File: config.mk
export PLATFORM = sky130hd
export DESIGN_NAME = fpu16_mul_issue
export DESIGN_NICKNAME = d
export VERILOG_FILES = /design/src/rtl/fp16_pkg.sv /design/src/rtl/sync_fifo.sv /design/src/rtl/fpu16_mul_issue.sv
export SDC_FILE = /design/constraint.sdc
export NUM_CORES = 1
export LEC_CHECK = 0
export CAP_MARGIN = 30
export CORE_UTILIZATION = 40
export CTS_BUF_LIST = sky130_fd_sc_hd__clkbuf_8
export CTS_CLUSTER_SIZE = 14
export DETAILED_ROUTE_END_ITERATION = 7
export PLACE_DENSITY_LB_ADDON = 0.25
export SYNTH_ARGS = -nofsm -noshare
export SYNTH_HDL_FRONTEND = slang
export SYNTH_SLANG_ARGS = --single-unit
File: constraint.sdc
create_clock -name clk -period 2.9 [get_ports clk]
set_clock_uncertainty 0.2 [all_clocks]
set_input_delay 0.725 -clock clk [delete_from_list [all_inputs] [get_ports clk]]
set_output_delay 0.725 -clock clk [all_outputs]
set_load 0.02 [all_outputs]
File: src/rtl/fp16_pkg.sv
`default_nettype none
// ============================================================================
//  Module      : fp16_pkg
//  Description : Field layout, constants, flag record and classification
//                helper for IEEE-754 binary16 values.
//  Revision    : 1.0 - initial release
// ============================================================================
package fp16_pkg;

    localparam int EXP_W = 5;
    localparam int MAN_W = 10;
    localparam logic [EXP_W-1:0] EXP_MAX = 5'd31;

    // Flag record in output order {nan, inf, zero, sign}
    typedef struct packed {
        logic nan;
        logic inf;
        logic zero;
        logic sign;
    } fp16_flags_t;

    // Subnormals report as zero: only the exponent field is examined for zero
    function automatic fp16_flags_t fp16_classify(input logic [15:0] value);
        fp16_flags_t       flags;
        logic [EXP_W-1:0]  exp_f;
        logic [MAN_W-1:0]  man_f;
        exp_f      = value[MAN_W+EXP_W-1:MAN_W];
        man_f      = value[MAN_W-1:0];
        flags.zero = (exp_f == '0);
        flags.inf  = (exp_f == EXP_MAX) && (man_f == '0);
        flags.nan  = (exp_f == EXP_MAX) && (man_f != '0);
        flags.sign = value[15];
        return flags;
    endfunction

endpackage
`default_nettype wire

File: src/rtl/sync_fifo.sv
`default_nettype none
// ============================================================================
//  Module      : sync_fifo
//  Description : Single-clock first-word-fall-through FIFO with full/empty
//                and occupancy count. A push while full is accepted when a
//                pop happens in the same cycle.
//  Revision    : 1.0 - initial release
// ============================================================================
module sync_fifo #(
    parameter int WIDTH = 8,
    parameter int DEPTH = 4
) (
    input  logic                     clk,
    input  logic                     rst,
    input  logic                     i_push,
    input  logic [WIDTH-1:0]         i_push_data,
    input  logic                     i_pop,
    output logic [WIDTH-1:0]         o_pop_data,
    output logic                     o_full,
    output logic                     o_empty,
    output logic [$clog2(DEPTH):0]   o_count
);

    localparam int c_PTR_W = $clog2(DEPTH);
    localparam int c_CNT_W = c_PTR_W + 1;

    logic [WIDTH-1:0]   mem_q [DEPTH];
    logic [WIDTH-1:0]   mem_d [DEPTH];
    logic [c_PTR_W-1:0] wr_ptr_q, wr_ptr_d;
    logic [c_PTR_W-1:0] rd_ptr_q, rd_ptr_d;
    logic [c_CNT_W-1:0] count_q, count_d;
    logic               w_do_push;
    logic               w_do_pop;

    assign o_full     = (count_q == c_CNT_W'(DEPTH));
    assign o_empty    = (count_q == '0);
    assign o_count    = count_q;
    assign o_pop_data = mem_q[rd_ptr_q];

    assign w_do_pop  = i_pop && !o_empty;
    assign w_do_push = i_push && (!o_full || w_do_pop);

    // Next-state for storage, pointers (power-of-two wrap) and occupancy
    always_comb begin
        mem_d    = mem_q;
        wr_ptr_d = wr_ptr_q;
        rd_ptr_d = rd_ptr_q;
        count_d  = count_q;
        if (w_do_push) begin
            mem_d[wr_ptr_q] = i_push_data;
            wr_ptr_d        = wr_ptr_q + c_PTR_W'(1);
        end
        if (w_do_pop) begin
            rd_ptr_d = rd_ptr_q + c_PTR_W'(1);
        end
        if (w_do_push && !w_do_pop) begin
            count_d = count_q + c_CNT_W'(1);
        end else if (!w_do_push && w_do_pop) begin
            count_d = count_q - c_CNT_W'(1);
        end
    end

    // State registers; storage is cleared so the head reads zero after reset
    always_ff @(posedge clk) begin
        if (rst) begin
            for (int i = 0; i < DEPTH; i++) begin
                mem_q[i] <= '0;
            end
            wr_ptr_q <= '0;
            rd_ptr_q <= '0;
            count_q  <= '0;
        end else begin
            mem_q    <= mem_d;
            wr_ptr_q <= wr_ptr_d;
            rd_ptr_q <= rd_ptr_d;
            count_q  <= count_d;
        end
    end

endmodule
`default_nettype wire

File: src/rtl/fpu16_mul_issue.sv
`default_nettype none
// ============================================================================
//  Module      : fpu16_mul_issue
//  Description : Operand issue / result collection around a registered fp16
//                multiplier. Buffers tagged operand pairs, issues one per
//                cycle when output credit allows, tracks in-flight products
//                in a valid/tag pipe and queues classified results.
//  Revision    : 1.0 - initial release
// ============================================================================
module fpu16_mul_issue
    import fp16_pkg::*;
#(
    parameter int IN_DEPTH  = 4,
    parameter int OUT_DEPTH = 4,
    parameter int MUL_LAT   = 1,
    parameter int TAG_W     = 4
) (
    input  logic              clk,
    input  logic              rst,
    input  logic              in_valid,
    output logic              in_ready,
    input  logic [15:0]       in_a,
    input  logic [15:0]       in_b,
    input  logic [TAG_W-1:0]  in_tag,
    output logic [15:0]       mul_a,
    output logic [15:0]       mul_b,
    input  logic [15:0]       mul_result,
    output logic              out_valid,
    input  logic              out_ready,
    output logic [15:0]       out_result,
    output logic [TAG_W-1:0]  out_tag,
    output logic [3:0]        out_flags,
    output logic              busy
);

    localparam int c_IN_W   = 32 + TAG_W;
    localparam int c_OUT_W  = 16 + TAG_W + 4;
    localparam int c_ICNT_W = $clog2(IN_DEPTH) + 1;
    localparam int c_OCNT_W = $clog2(OUT_DEPTH) + 1;
    localparam int c_INF_W  = $clog2(MUL_LAT + 2);
    localparam int c_SUM_W  = ((c_OCNT_W > c_INF_W) ? c_OCNT_W : c_INF_W) + 1;

    // Input FIFO
    logic                 w_in_push;
    logic [c_IN_W-1:0]    w_in_push_data;
    logic [c_IN_W-1:0]    w_in_pop_data;
    logic                 w_in_full;
    logic                 w_in_empty;
    logic [c_ICNT_W-1:0]  w_in_count;
    logic [15:0]          w_head_a;
    logic [15:0]          w_head_b;
    logic [TAG_W-1:0]     w_head_tag;

    // Output FIFO
    logic [c_OUT_W-1:0]   w_out_push_data;
    logic [c_OUT_W-1:0]   w_out_pop_data;
    logic                 w_out_full;
    logic                 w_out_empty;
    logic [c_OCNT_W-1:0]  w_out_count;
    fp16_flags_t          w_cap_flags;

    // Issue / pipe / credit
    logic                 w_issue;
    logic                 w_capture;
    logic [c_SUM_W-1:0]   w_credit_used;
    logic [15:0]          mul_a_q, mul_a_d;
    logic [15:0]          mul_b_q, mul_b_d;
    logic [MUL_LAT:0]     vld_q, vld_d;
    logic [TAG_W-1:0]     tag_q [MUL_LAT+1];
    logic [TAG_W-1:0]     tag_d [MUL_LAT+1];
    logic [c_INF_W-1:0]   inflight_q, inflight_d;

    // Ready depends only on registered occupancy (and reset), never on out_ready
    assign in_ready       = !w_in_full && !rst;
    assign w_in_push      = in_valid && in_ready;
    assign w_in_push_data = {in_a, in_b, in_tag};
    assign {w_head_a, w_head_b, w_head_tag} = w_in_pop_data;

    sync_fifo #(
        .WIDTH (c_IN_W),
        .DEPTH (IN_DEPTH)
    ) u_in_fifo (
        .clk         (clk),
        .rst         (rst),
        .i_push      (w_in_push),
        .i_push_data (w_in_push_data),
        .i_pop       (w_issue),
        .o_pop_data  (w_in_pop_data),
        .o_full      (w_in_full),
        .o_empty     (w_in_empty),
        .o_count     (w_in_count)
    );

    // Every slot already promised (queued or still in the multiplier) counts
    // against the output FIFO, so a capture always finds room
    assign w_credit_used = c_SUM_W'(w_out_count) + c_SUM_W'(inflight_q);
    assign w_issue       = !w_in_empty && (w_credit_used < c_SUM_W'(OUT_DEPTH));
    assign w_capture     = vld_q[MUL_LAT];

    // Operand registers, valid/tag pipe and in-flight counter next state
    always_comb begin
        mul_a_d    = mul_a_q;
        mul_b_d    = mul_b_q;
        inflight_d = inflight_q;
        vld_d      = {vld_q[MUL_LAT-1:0], w_issue};
        tag_d[0]   = w_head_tag;
        for (int i = 1; i <= MUL_LAT; i++) begin
            tag_d[i] = tag_q[i-1];
        end
        if (w_issue) begin
            mul_a_d = w_head_a;
            mul_b_d = w_head_b;
        end
        if (w_issue && !w_capture) begin
            inflight_d = inflight_q + c_INF_W'(1);
        end else if (!w_issue && w_capture) begin
            inflight_d = inflight_q - c_INF_W'(1);
        end
    end

    // Issue-side registers; reset discards anything in flight
    always_ff @(posedge clk) begin
        if (rst) begin
            mul_a_q    <= '0;
            mul_b_q    <= '0;
            vld_q      <= '0;
            inflight_q <= '0;
            for (int i = 0; i <= MUL_LAT; i++) begin
                tag_q[i] <= '0;
            end
        end else begin
            mul_a_q    <= mul_a_d;
            mul_b_q    <= mul_b_d;
            vld_q      <= vld_d;
            inflight_q <= inflight_d;
            tag_q      <= tag_d;
        end
    end

    assign mul_a = mul_a_q;
    assign mul_b = mul_b_q;

    assign w_cap_flags     = fp16_classify(mul_result);
    assign w_out_push_data = {mul_result, tag_q[MUL_LAT], w_cap_flags};

    sync_fifo #(
        .WIDTH (c_OUT_W),
        .DEPTH (OUT_DEPTH)
    ) u_out_fifo (
        .clk         (clk),
        .rst         (rst),
        .i_push      (w_capture),
        .i_push_data (w_out_push_data),
        .i_pop       (out_ready),
        .o_pop_data  (w_out_pop_data),
        .o_full      (w_out_full),
        .o_empty     (w_out_empty),
        .o_count     (w_out_count)
    );

    assign out_valid = !w_out_empty;
    assign {out_result, out_tag, out_flags} = w_out_pop_data;
    assign busy = (w_in_count != '0) || (inflight_q != '0) || !w_out_empty;

    a_no_capture_overflow : assert property (@(posedge clk) disable iff (rst)
        !(w_capture && w_out_full));

endmodule
`default_nettype wire

==> results.cfg, run 1 <==
[outcome]
status = finished, final reports clean

[sta]
fmax_ghz = 0.3460
worst_slack_ps = 10.09
relSlewSlack_pct = 36.46
period_share_pct = 99.65
tns_ps = 0
setup_viol = 0
grt_setup_unrepaired = yes
worst_pin_slew_ps = 953.2
min_period_ps = 2890
hold_viol = 0
finalMaxSlewViolations = 0

[yosys]
synth-edff-count = 0
syn_area_um2 = 13640
ys.flop_type = dfxtp_1
synth_cells = 1469
yosysMostFrequentCell = dfxtp_1
synth-seq-area-share_pct = 43.14
synth_fp_nets = 1539
synth_cell_types = 46
ys_warn_count = 0
ys_ff_latch = 294
synth_top_cell_area_share_pct = 43.14
yosys.area.top_type = dfxtp_1
syn-mean-instance-area_um2 = 9.286
synth_area_leaders = dfxtp_1 (43%), mux4_2 (9.7%), o311ai_0 (9.2%)
yosys-top-cells-count = dfxtp_1 (294), nand4_1 (176), nand2_1 (152)
async_reset_ff_share_pct = 0

[cts]
cts_made_buffers = 51
clk_pin_slew_ps = 60
cts_tree = built
clk_latency_ps = 600
clockRootBuffer = clkbuf_8
cts_max_level = 2
cts.sinks = 294
clockBufferDepth = 3
hold_buffers = 0

[global_route]
grt_overflow_total = 0
grt_util_all_layers_pct = 22.88
grt_pass1_vias = 11800
grt_pass1_wl_um = 65570
antenna_found_initial = 2
grt_max_degree = 158

[layout]
n_antenna_cell = 0
stdcell_area_um2 = 16020
layout-drive-gt1-share_pct = 15.23
fin_cells = 1978
fillers = 3173
seq_area_um2 = 5893
fin_nets = 1562
syn_to_final_growth_pct = 17.45
multi_input_area_um2 = 6845

[power_and_ir_drop]
p_per_area_nw_per_um2 = 772.6
leakage_nw = 5.995
ir_drop_v = 0.0004203
p_total_mw = 12.38

[placement]
placed_area_um2 = 15000
dp_cells = 1885
dp_slack_ps = -234.0
finalWeightedCongestion = 0.7647
dp_hpwl_um = 22680
port_buffers = 114

[critical_path]
worstSetupPathType = register to output port
cp.required_ps = 1980
startpoint_type = register
path_delay_family = simple AND/OR/NAND/NOR gates
critPathBufInv = 1
crit_fanout = 6
endpoint_kind = output port
critPathMaxStageDelay_ps = 430
r2r-start = u_in_fifo.o_count[2]
cp_slowest_cell = or4_4
worstPathCellList = or3_4, or4_4, buf_2
cp.arrival_ps = 1960
worstSetupStartpoint = u_in_fifo.o_count[2]

[routing]
vias_per_cell = 6.221
wirelength_um = 41170
via_count = 12310
ant_nets = 0
drtPass1Iterations = 5
drtIter0Drc = 1233
routedWlPerCell_um = 20.81
route.detailed.drc = 0

[floorplan]
rows = 67
dieArea_um2 = 34850
start_util_pct = 40.68
io_pins = 115
core_um2 = 33530
die_w_um = 186.7
die_height_um = 186.7

[hold_path]
min_from = rst
hp-class = input port to register

[job]
cap_violations = 0
## metal layers
metal / vias up / wire, um / track usage, %
met5: - / 13 / 0
met3: 70 / 2737 / 4.156
met1: 6051 / 17840 / 30.85
met4: 2 / 924 / 7.881
met2: 432 / 19660 / 36.78
li1: 5750 / - / -
## worst paths after layout
check / cells past startpoint / slack [ps] / to
setup / recovery: 3 / 10 / busy
hold / removal: 2 / 140 / u_in_fifo.o_count[2]
setup reg to reg: 9 / 180 / u_in_fifo.o_count[2]
hold reg to reg: 1 / 230 / vld_q[1]
## state kept, by name (all words and copies together), names as in the netlist
| signal | cells |
|---|---|
| inflight_q | 2 |
| mul_a | 16 |
| mul_b | 16 |
| tag_d | 4 |
| tag_q | 4 |
| u_in_fifo.mem_q | 144 |
| u_in_fifo.o_count | 3 |
| u_in_fifo.rd_ptr_q | 2 |
| u_in_fifo.wr_ptr_q | 2 |
| u_out_fifo.mem_q | 92 |
| u_out_fifo.o_count | 3 |
| u_out_fifo.rd_ptr_q | 2 |
| u_out_fifo.wr_ptr_q | 2 |
| vld_q | 2 |
## timing repair
| action | in CTS | in global routing |
|---|---|---|
| setup buffers | 1 | 0 |
| gates cloned | 1 | 0 |
| gates resized for setup | 94 | 16 |
| setup endpoints to repair | 26 | 16 |
## cell usage in the layout, fill, tap and decap left out, types with 2 or more instances in the layout
| cell type | instances |
|---|---|
| buf_4 | 45 |
| o21ai_1 | 52 |
| and2_1 | 4 |
| mux2_1 | 2 |
| or3_4 | 2 |
| xor2_1 | 8 |
| clkinv_2 | 4 |
| nand4_1 | 176 |
| clkdlybuf4s50_1 | 87 |
| or4_1 | 2 |
| or3_1 | 3 |
| ha_1 | 12 |
| clkbuf_8 | 69 |
| and2_0 | 4 |
| fa_1 | 2 |
| dfxtp_1 | 290 |
| mux2i_1 | 2 |
| nand2_1 | 152 |
| o211ai_1 | 8 |
| mux4_2 | 59 |
| nand3_1 | 86 |
| dfxtp_2 | 3 |
| o21ai_0 | 41 |
| buf_16 | 2 |
| buf_12 | 10 |
| buf_2 | 23 |
| inv_1 | 28 |
| and4_1 | 2 |
| nor2b_1 | 7 |
| o311ai_0 | 144 |
| a21oi_1 | 122 |
| nor2_1 | 12 |
| o31ai_1 | 38 |
| nand4b_1 | 4 |
## cells by family after synthesis
logic type,synth area share (%)
buf+inv,6.943
fa+ha+maj,1.394
simple gates,18.17
xor+xnor,0.5136
compound gates,19.78
mux,10.05
flops,43.14
## power breakdown
group / switching, mW / leakage [nW] / internal [mW]
Clock: 1.72 / 0.612 / 2.20
Combinational: 2.53 / 3.00 / 1.39
Sequential: 0.196 / 2.38 / 4.36
## stage by stage
stage | utilization (%) | hold slack (ps)
floorplan | - | 213.8
global placement | 44.66 | 217.4
detailed placement | 44.75 | 223.9
CTS | 48.05 | 114.4
global route | 47.78 | 128.3
finish | 47.78 | 144.2
## area by class of cell
| class | count | area share [%] |
|---|---|---|
| multi-input cells | 962 | 42.72 |
| repair buffers | 169 | 9.980 |
| clock inverters | 22 | 0.7575 |
| clock buffers | 69 | 5.927 |
| inverters | 14 | 0.3358 |
| well taps | 448 | 3.498 |
| flip-flops and latches | 294 | 36.78 |
No activity file was read; power rests on OpenSTA's default activity.
==> inputs of run 2 (changes only) <==
- ABC_AREA: default -> 1
==> results.cfg, run 2 <==
[global_route]
grt_max_degree = 85
grt_pass1_wl_um = 53830
grt_overflow_total = 0
grt_util_all_layers_pct = 18.00
grt_pass1_vias = 11110
antenna_found_initial = 3

[routing]
wirelength_um = 32090
drtIter0Drc = 588
routedWlPerCell_um = 11.78
via_count = 12260
drtPass1Iterations = 5
vias_per_cell = 4.501
ant_nets = 0
route.detailed.drc = 0

[sta]
finalMaxSlewViolations = 0
tns_ps = 0
relSlewSlack_pct = 49.10
whs_ps = 201.7
worst_pin_slew_ps = 763.5
hold_viol = 0
period_share_pct = 95.89
setup_viol = 0
fmax_ghz = 0.3596
grt_setup_unrepaired = no
min_period_ps = 2781

[critical_path]
cp.required_ps = 1980
startpoint_type = register
cp.arrival_ps = 1860
endpoint_kind = output port
critPathMaxStageDelay_ps = 360
worstSetupPathType = register to output port
crit_fanout = 22
cp_slowest_cell = dfxtp_2
critPathMostFrequentCell = a21oi_1
worstPathCellList = inv_4, buf_12, o21ai_1, a21oi_1, a21oi_1, clkdlybuf4s15_1

[yosys]
ys_ff_latch = 294
synth_cell_types = 28
synth-edff-count = 0
synth-seq-area-share_pct = 42.14
yosys-top-cells-count = nand2_1 (583), nor2_1 (553), dfxtp_1 (294)
syn-mean-instance-area_um2 = 6.521
ys_warn_count = 0
synth_fp_nets = 2212
syn_area_um2 = 13970
ys.flop_type = dfxtp_1
synth_cells = 2142
async_reset_ff_share_pct = 0
yosysMostFrequentCell = nand2_1
synth_top_cell_area_share_pct = 42.14
synth_area_leaders = dfxtp_1 (42%), nand2_1 (16%), nor2_1 (15%)
yosys.area.top_type = dfxtp_1

[cts]
clk_pin_slew_ps = 60
cts.sinks = 294
clockRootBuffer = clkbuf_8
cts_max_level = 2
clockBufferDepth = 3
clk_latency_ps = 570
cts_tree = built
cts_made_buffers = 51

[floorplan]
start_util_pct = 40.54
core_um2 = 34460
rows = 68
io_pins = 115
die_height_um = 188.9
dieArea_um2 = 35670
die_w_um = 188.9

[power_and_ir_drop]
swShare_pct = 36.77
p_int_mw = 8.746
p_switching_mw = 5.086
pwr-share-clk_pct = 28.4
leakage_nw = 8.436
ir_drop_v = 0.0004208
p_per_area_nw_per_um2 = 838.8
comb_power_share_pct = 35.0
power_frac_seq_pct = 36.6

[layout]
fin_cells = 2725
syn_to_final_growth_pct = 18.05
layout-drive-gt1-share_pct = 7.102
fillers = 3525
stdcell_area_um2 = 16490
largest_register = u_in_fifo.mem_q
layout_commonest_cell = nand2_1
final_cell_mix = nand2_1 (583), nor2_1 (553), inv_1 (291)
largest_reg_flops = 144
fin_nets = 2298
reg.largest.list = u_in_fifo.mem_q: 144 flops, u_out_fifo.mem_q: 92 flops

[placement]
dp_cells = 2627
finalWeightedCongestion = 0.7438
placed_area_um2 = 15370
port_buffers = 114
dp_hpwl_um = 19020

[outcome]
status = finished, final reports clean

[job]
cap_violations = 0

[hold_path]
hp-class = register to register
-- run 2: cell types whose count changed in the layout (fill, tap and decap cells not counted), moves of 35 or more --
cell / change
nor2_1: +541
nand2_1: +431
inv_1: +263
nand4_1: -176
o311ai_0: -144
nand3_1: -77
mux4_2: -59
o21ai_0: +49
o31ai_1: -38
o21ai_1: -35
-- run 2: cell type report --
type	instances	area (um^2)	area share (%)
tap	455	569.3	3.452
clock inverter	28	192.7	1.169
inverter	279	1065	6.457
sequential	294	5893	35.74
clock buffer	64	880.8	5.342
timing repair buffer	156	1670	10.13
antenna	3	7.507	0.04553
multi-input combinational	1446	6211	37.67
-- run 2: logic make-up (layout without fill, tap and decap cells) --
kind of cell    Yosys count  after routing  synth area share, %
buf+inv                 402            527                13.49
xor+xnor                  3              3               0.1881
simple gates           1164           1164                32.75
fa+ha+maj                14             14                1.362
other cells               0              3                    0
flops                   294            294                42.14
compound gates          265            265                10.08
-- run 2: routing by layer --
metal / part of all wire, % / vias to the layer above / global-route usage [%]
li1: - / 6604 / -
met1: 47 / 5427 / 22.80
met2: 46 / 187 / 30.67
met3: 4.8 / 44 / 3.948
met4: 1.5 / 2 / 4.963
met5: 0.037 / - / 0
-- run 2: power groups by stage --
stage / Sequential [mW] / Combinational (mW) / Clock (mW)
after global placement: 5.13 / 4.86 / 0
final: 5.06 / 4.84 / 3.93
after detailed placement: 5.14 / 4.91 / 0
after CTS: 5.06 / 4.87 / 4.07
after global routing: 5.14 / 5.45 / 4.27
after floorplan: 5.23 / 3.11 / 0
-- run 2: timing repair --
item | in CTS | in global routing
cloned | 0 | 1
pin swaps | 0 | 0
setup buffers | 0 | 2
hold buffers | 0 | 0
setup endpoints to repair | 26 | 25
resized for setup | 53 | 21
-- run 2: path summary, 6_finish.rpt --
check / depth (start not counted) / slack [ps] / from / end
setup / recovery: 6 / 120 / u_out_fifo.rd_ptr_q[0] / out_tag[1]
setup reg to reg: 10 / 710 / u_out_fifo.o_count[1] / inflight_q[1]
hold reg to reg: 2 / 200 / tag_d[2] / tag_q[2]
hold / removal: 2 / 200 / tag_d[2] / tag_q[2]
-- run 2: stage by stage --
stage	util (%)	total power [mW]	setup slack [ps]
5_1_grt	47.83	14.86	2.878
3_3_place_gp	44.62	9.988	-85.05
4_1_cts	47.74	14.00	-179.2
6_report	47.85	13.83	119.3
3_5_place_dp	44.62	10.05	-77.87
2_1_floorplan	-	8.333	438.1
-- run 2: critical path, delay by kind of cell (launching register included) --
family	cells	cell delay, ps
flops	1	360
buf+inv	3	610
compound gates	3	290
